## config.mk

```make
export PLATFORM = sky130hd
export DESIGN_NAME = writeback_unit
export DESIGN_NICKNAME = d
export VERILOG_FILES = /design/src/rtl/writeback_unit.sv
export SDC_FILE = /design/constraint.sdc
export NUM_CORES = 1
export LEC_CHECK = 0
export ABC_AREA = 1
export BUFFER_PORTS_ARGS = -buffer_cell sky130_fd_sc_hd__buf_2
export CAP_MARGIN = 20
export CORE_MARGIN = 2
export CORE_UTILIZATION = 56
export CTS_CLUSTER_DIAMETER = 150
export DETAILED_ROUTE_END_ITERATION = 10
export PLACE_DENSITY_LB_ADDON = 0.3
export SLEW_MARGIN = 20
export SYNTH_ARGS = -nofsm -noshare
export SYNTH_HDL_FRONTEND = slang
export SYNTH_SLANG_ARGS = --single-unit
```

## constraint.sdc

```tcl
create_clock -name clk -period 3.5 [get_ports clk]
set_clock_uncertainty 0.05 [all_clocks]
set_input_delay 0.35 -clock clk [delete_from_list [all_inputs] [get_ports clk]]
set_output_delay 0.35 -clock clk [all_outputs]
set_load 0.1 [all_outputs]
```

## src/rtl/writeback_unit.sv

```systemverilog
// Write-back stage: merges ALU results and buffered load returns into one
// registered register-file write per cycle, with a per-register busy scoreboard.
module writeback_unit #(
  parameter int unsigned MEM_FIFO_DEPTH = 2
) (
  input  logic        clk,
  input  logic        rstn,
  input  logic        issue_valid,
  input  logic [4:0]  issue_rs1,
  input  logic [4:0]  issue_rs2,
  input  logic [4:0]  issue_rd,
  input  logic        issue_has_rd,
  output logic        issue_ready,
  input  logic        alu_valid,
  input  logic [4:0]  alu_rd,
  input  logic [31:0] alu_data,
  input  logic        mem_valid,
  input  logic [4:0]  mem_rd,
  input  logic [31:0] mem_data,
  output logic        mem_ready,
  output logic        we,
  output logic [4:0]  rd_addr,
  output logic [31:0] rd_din,
  output logic        idle,
  output logic        wb_err
);

  localparam int unsigned AW = $clog2(MEM_FIFO_DEPTH);
  localparam int unsigned CW = AW + 1;

  typedef struct packed {
    logic [4:0]  rd;
    logic [31:0] data;
  } ld_t;

  ld_t           fifo_q [MEM_FIFO_DEPTH];
  ld_t           head;
  logic [AW-1:0] rptr_q, rptr_d;
  logic [AW-1:0] wptr_q, wptr_d;
  logic [CW-1:0] cnt_q, cnt_d;

  logic [31:0]   busy_q, busy_d;
  logic          we_q, we_d;
  logic [4:0]    addr_q, addr_d;
  logic [31:0]   din_q, din_d;
  logic          err_q, err_d;

  logic          fifo_empty;
  logic          fifo_full;
  logic          push;
  logic          pop;
  logic          issue_fire;
  logic          sel_valid;
  logic [4:0]    sel_rd;
  logic [31:0]   sel_data;

  assign fifo_empty = (cnt_q == '0);
  assign fifo_full  = (cnt_q == CW'(MEM_FIFO_DEPTH));
  assign head       = fifo_q[rptr_q];

  assign mem_ready  = !fifo_full;
  assign push       = mem_valid & mem_ready;
  assign pop        = !alu_valid & !fifo_empty;

  assign issue_ready = !busy_q[issue_rs1]
                     & !busy_q[issue_rs2]
                     & !(issue_has_rd & busy_q[issue_rd]);
  assign issue_fire  = issue_valid & issue_ready;

  // ALU results are never buffered, so they always win the write port.
  always_comb begin
    sel_valid = 1'b0;
    sel_rd    = '0;
    sel_data  = '0;
    priority case (1'b1)
      alu_valid: begin
        sel_valid = 1'b1;
        sel_rd    = alu_rd;
        sel_data  = alu_data;
      end
      !fifo_empty: begin
        sel_valid = 1'b1;
        sel_rd    = head.rd;
        sel_data  = head.data;
      end
      default: ;
    endcase
  end

  always_comb begin
    we_d   = sel_valid & (sel_rd != 5'd0);
    addr_d = addr_q;
    din_d  = din_q;
    err_d  = err_q;
    if (we_d) begin
      addr_d = sel_rd;
      din_d  = sel_data;
      if (!busy_q[sel_rd]) err_d = 1'b1;
    end
  end

  // Clear follows the registered write; set only hits a non-busy register.
  always_comb begin
    busy_d = busy_q;
    if (we_q) busy_d[addr_q] = 1'b0;
    if (issue_fire && issue_has_rd) busy_d[issue_rd] = 1'b1;
    busy_d[0] = 1'b0;
  end

  always_comb begin
    rptr_d = rptr_q;
    wptr_d = wptr_q;
    cnt_d  = cnt_q;
    if (pop)  rptr_d = rptr_q + AW'(1);
    if (push) wptr_d = wptr_q + AW'(1);
    unique case ({push, pop})
      2'b10:   cnt_d = cnt_q + CW'(1);
      2'b01:   cnt_d = cnt_q - CW'(1);
      default: cnt_d = cnt_q;
    endcase
  end

  always_ff @(posedge clk) begin
    if (push) fifo_q[wptr_q] <= '{rd: mem_rd, data: mem_data};
  end

  always_ff @(posedge clk or negedge rstn) begin
    if (!rstn) begin
      rptr_q <= '0;
      wptr_q <= '0;
      cnt_q  <= '0;
      busy_q <= '0;
      we_q   <= 1'b0;
      addr_q <= '0;
      din_q  <= '0;
      err_q  <= 1'b0;
    end else begin
      rptr_q <= rptr_d;
      wptr_q <= wptr_d;
      cnt_q  <= cnt_d;
      busy_q <= busy_d;
      we_q   <= we_d;
      addr_q <= addr_d;
      din_q  <= din_d;
      err_q  <= err_d;
    end
  end

  assign we      = we_q;
  assign rd_addr = addr_q;
  assign rd_din  = din_q;
  assign wb_err  = err_q;
  assign idle    = (busy_q == '0) & fifo_empty & !we_q;

endmodule

```

==> results.txt <==
Die Wd - 121 um
Final Cycle Share - 85.1%
Filler Cell Count - 1111
# clock sinks - 148
wirelength, routed - 21.7 mm
cells on worst reg2reg path - 11
CP Max Fanout - 38
RD Place Congestion - 0.954
total number of vias - 6914
largest net degree at the start of global routing - 75
Yosys cell types - 36
area grow syn2layout - 17.3%
Rows - 42
fraction of registers with async set/reset - 50.0%
Pre-Repair DR Iteration Count - 5
DIE AREA - 14700 um^2
Slew Limit Fails - 0
hold_buf cts - 0
Die Ht - 121 um
Final TNS setup - 0 ns
max-cap violations - 0
CTS Buffer Depth - 2
core area - 13300 um^2
layout cells sized above 1 - 19.7%
DP Wirelength - 14.8 mm
vias in the first global route - 6656
Syn Inst Count - 916
final setup vio count - 0
worst min path class - in2reg
CP Capture Type - register
root buf cell - clkbuf_16
worst slew pin tran - 0.994 ns
Post-DRT Antenna Nets - 0
Crit path required time - 3.76 ns
Startpoint Class - register
WHS Path Cells - 1
status - complete, no violations
fin nets - 1137
Fmax - 0.336 GHz
GRT Total Usage - 30.8%
post_cts resized - 0
syn_area_per_cell - 8.40 um^2
DRT iter0 DRCs - 680
postcts setup bufs - 0
EDFF count, synth - 74
placed cell count - 1196
H-tree Lvls - 4
total grt overflow - 0
sequential share of the synthesized area - 52.9%
P_leak - 0.00420 uW
Syn Nets - 1012
critical path type - reg2reg
Crit path arrival time - 3.24 ns
Hold Vio Cnt, Final - 0
global-route wire length before repair - 34.5 mm
count of warnings emitted by yosys - 0
initial antenna violation count - 1
WL per Instance - 17.6 um
Initial Utilization - 57.7%
CTS Buf Count - 17
power per cell area - 941 nW/um^2
worst relative slew slack - 33.7%
worst-skew pair later-pin latency - 0.43 ns
via density per instance - 5.62
drt drc - 0
Synth Flop Type - edfxtp_1
fin cells - 1231
Synth Register Bits - 148
# port buffers - 136
Post-Syn Area - 7700 um^2
CTS clk-pin slew, worst paths - 0.07 ns
I/O pins - 137
peak supply drop - 0.646 mV
CTS tree - built
unrepaired setup endpoints after global routing - false
fin crit period - 2.98 ns
==> layout make-up <==
class / count / area [um^2] / area share (%)
antenna: 1 / 2.50 / 0.0277
clock buffer: 17 / 425 / 4.71
clock inverter: 15 / 146 / 1.62
inverter: 68 / 258 / 2.85
multi-input combinational: 660 / 3130 / 34.7
sequential: 148 / 4070 / 45.1
tap: 176 / 220 / 2.44
timing repair buffer: 146 / 773 / 8.56
==> power breakdown <==
part	switching (uW)	internal, uW
Combinational	2880	818
Clock	765	994
Sequential	615	2430
==> routing by layer <==
metal  share of wire [%]  wire length (um)  track usage, %
met3                 9.4              2040            7.75
met1                  41              8870            41.0
met4                 2.9               632            13.4
met5                   0                 0               0
met2                  47             10200            48.0
==> cell usage after synthesis (all sizes together), types with 3 or more instances <==
cell type	instances	area, um^2
nand2	286	1120
dfrtp	74	1850
nor4	7	43.8
a21oi	20	100
nor3	25	125
inv	67	254
o21ai	81	417
nand3	121	606
buf	32	224
clkbuf	8	30.0
edfxtp	74	2220
nand4	3	18.8
o211ai	7	52.6
nor2	85	374
mux2i	15	150
==> layout by cell type, fill, tap and decap left out, types with 3 or more instances in the layout <==
cell,Yosys,layout
o21ai_0,72,72
nor2_4,3,5
o211ai_1,7,7
nand2_1,272,272
inv_2,6,6
dfrtp_1,74,74
buf_2,13,135
nand4_1,3,3
edfxtp_1,74,74
o21ai_1,8,8
buf_4,11,9
nand2_4,3,3
nor4_1,7,6
nor3_1,25,25
nor2_1,80,78
mux2i_1,15,15
inv_6,0,5
clkinvlp_4,0,3
a21oi_1,20,20
clkbuf_16,0,17
nand3_1,121,121
nand2_2,11,11
inv_1,60,60
clkinv_4,0,4
==> state kept, by name, summed over array words and instances, names as in the netlist <==
name     count
busy_q      31
cnt_q        2
fifo_q      74
rd_addr      5
rd_din      32
rptr_q       1
wb_err       1
we           1
wptr_q       1
==> worst paths after layout <==
check	start	end	slack, ns
worst max-delay path	rptr_q$_DFFE_PN0P_	rd_din[11]$_DFFE_PN0P_	0.52
min in group asynchronous	rstn	rd_din[11]$_DFFE_PN0P_	0.37
worst min-delay path	mem_data[28]	fifo_q[1][28]$_DFFE_PP_	0.06
worst max register to register	rptr_q$_DFFE_PN0P_	rd_din[11]$_DFFE_PN0P_	0.52
max in group asynchronous	rstn	busy_q[19]$_DFF_PN0_	2.43
worst min register to register	wb_err$_DFFE_PN0P_	wb_err$_DFFE_PN0P_	0.43
==> metrics by stage <==
| step | area, um^2 | power [uW] | setup WS [ns] | utilization (%) | hold WS, ns |
|---|---|---|---|---|---|
| after floorplan | 7700 | 5750 | 0.00851 | - | 0.00441 |
| after global placement | 8430 | 6630 | 0.673 | 63.1 | 0.411 |
| after detailed placement | 8430 | 6690 | 0.516 | 63.1 | 0.413 |
| after CTS | 9000 | 8460 | 0.490 | 67.4 | 0.0420 |
| after global routing | 9030 | 8910 | 0.238 | 67.7 | 0.0547 |
| final | 9030 | 8500 | 0.521 | 67.7 | 0.0587 |
==> worst max-delay path: stages, from the launching register on <==
cell	delay [ns]
dfrtp_1	0.75
inv_2	0.35
nand2_1	0.14
nand2_1	0.09
nand2_4	0.12
nand2_4	0.16
nor2_1	0.23
nand2_4	0.10
nor2_8	0.38
inv_2	0.28
nand2_1	0.13
nand2_1	0.06
==> logic make-up after synthesis <==
kind of cell             synth area share, %
flip-flops                              52.9
adder cells (fa/ha/maj)                0.163
multiplexers                            1.95
buffers and inverters                   6.65
AND/OR/NAND/NOR                         29.8
AO/OA/AOI/OAI                           8.21
XOR/XNOR                               0.341
No activity file was read; power rests on OpenSTA's default activity.
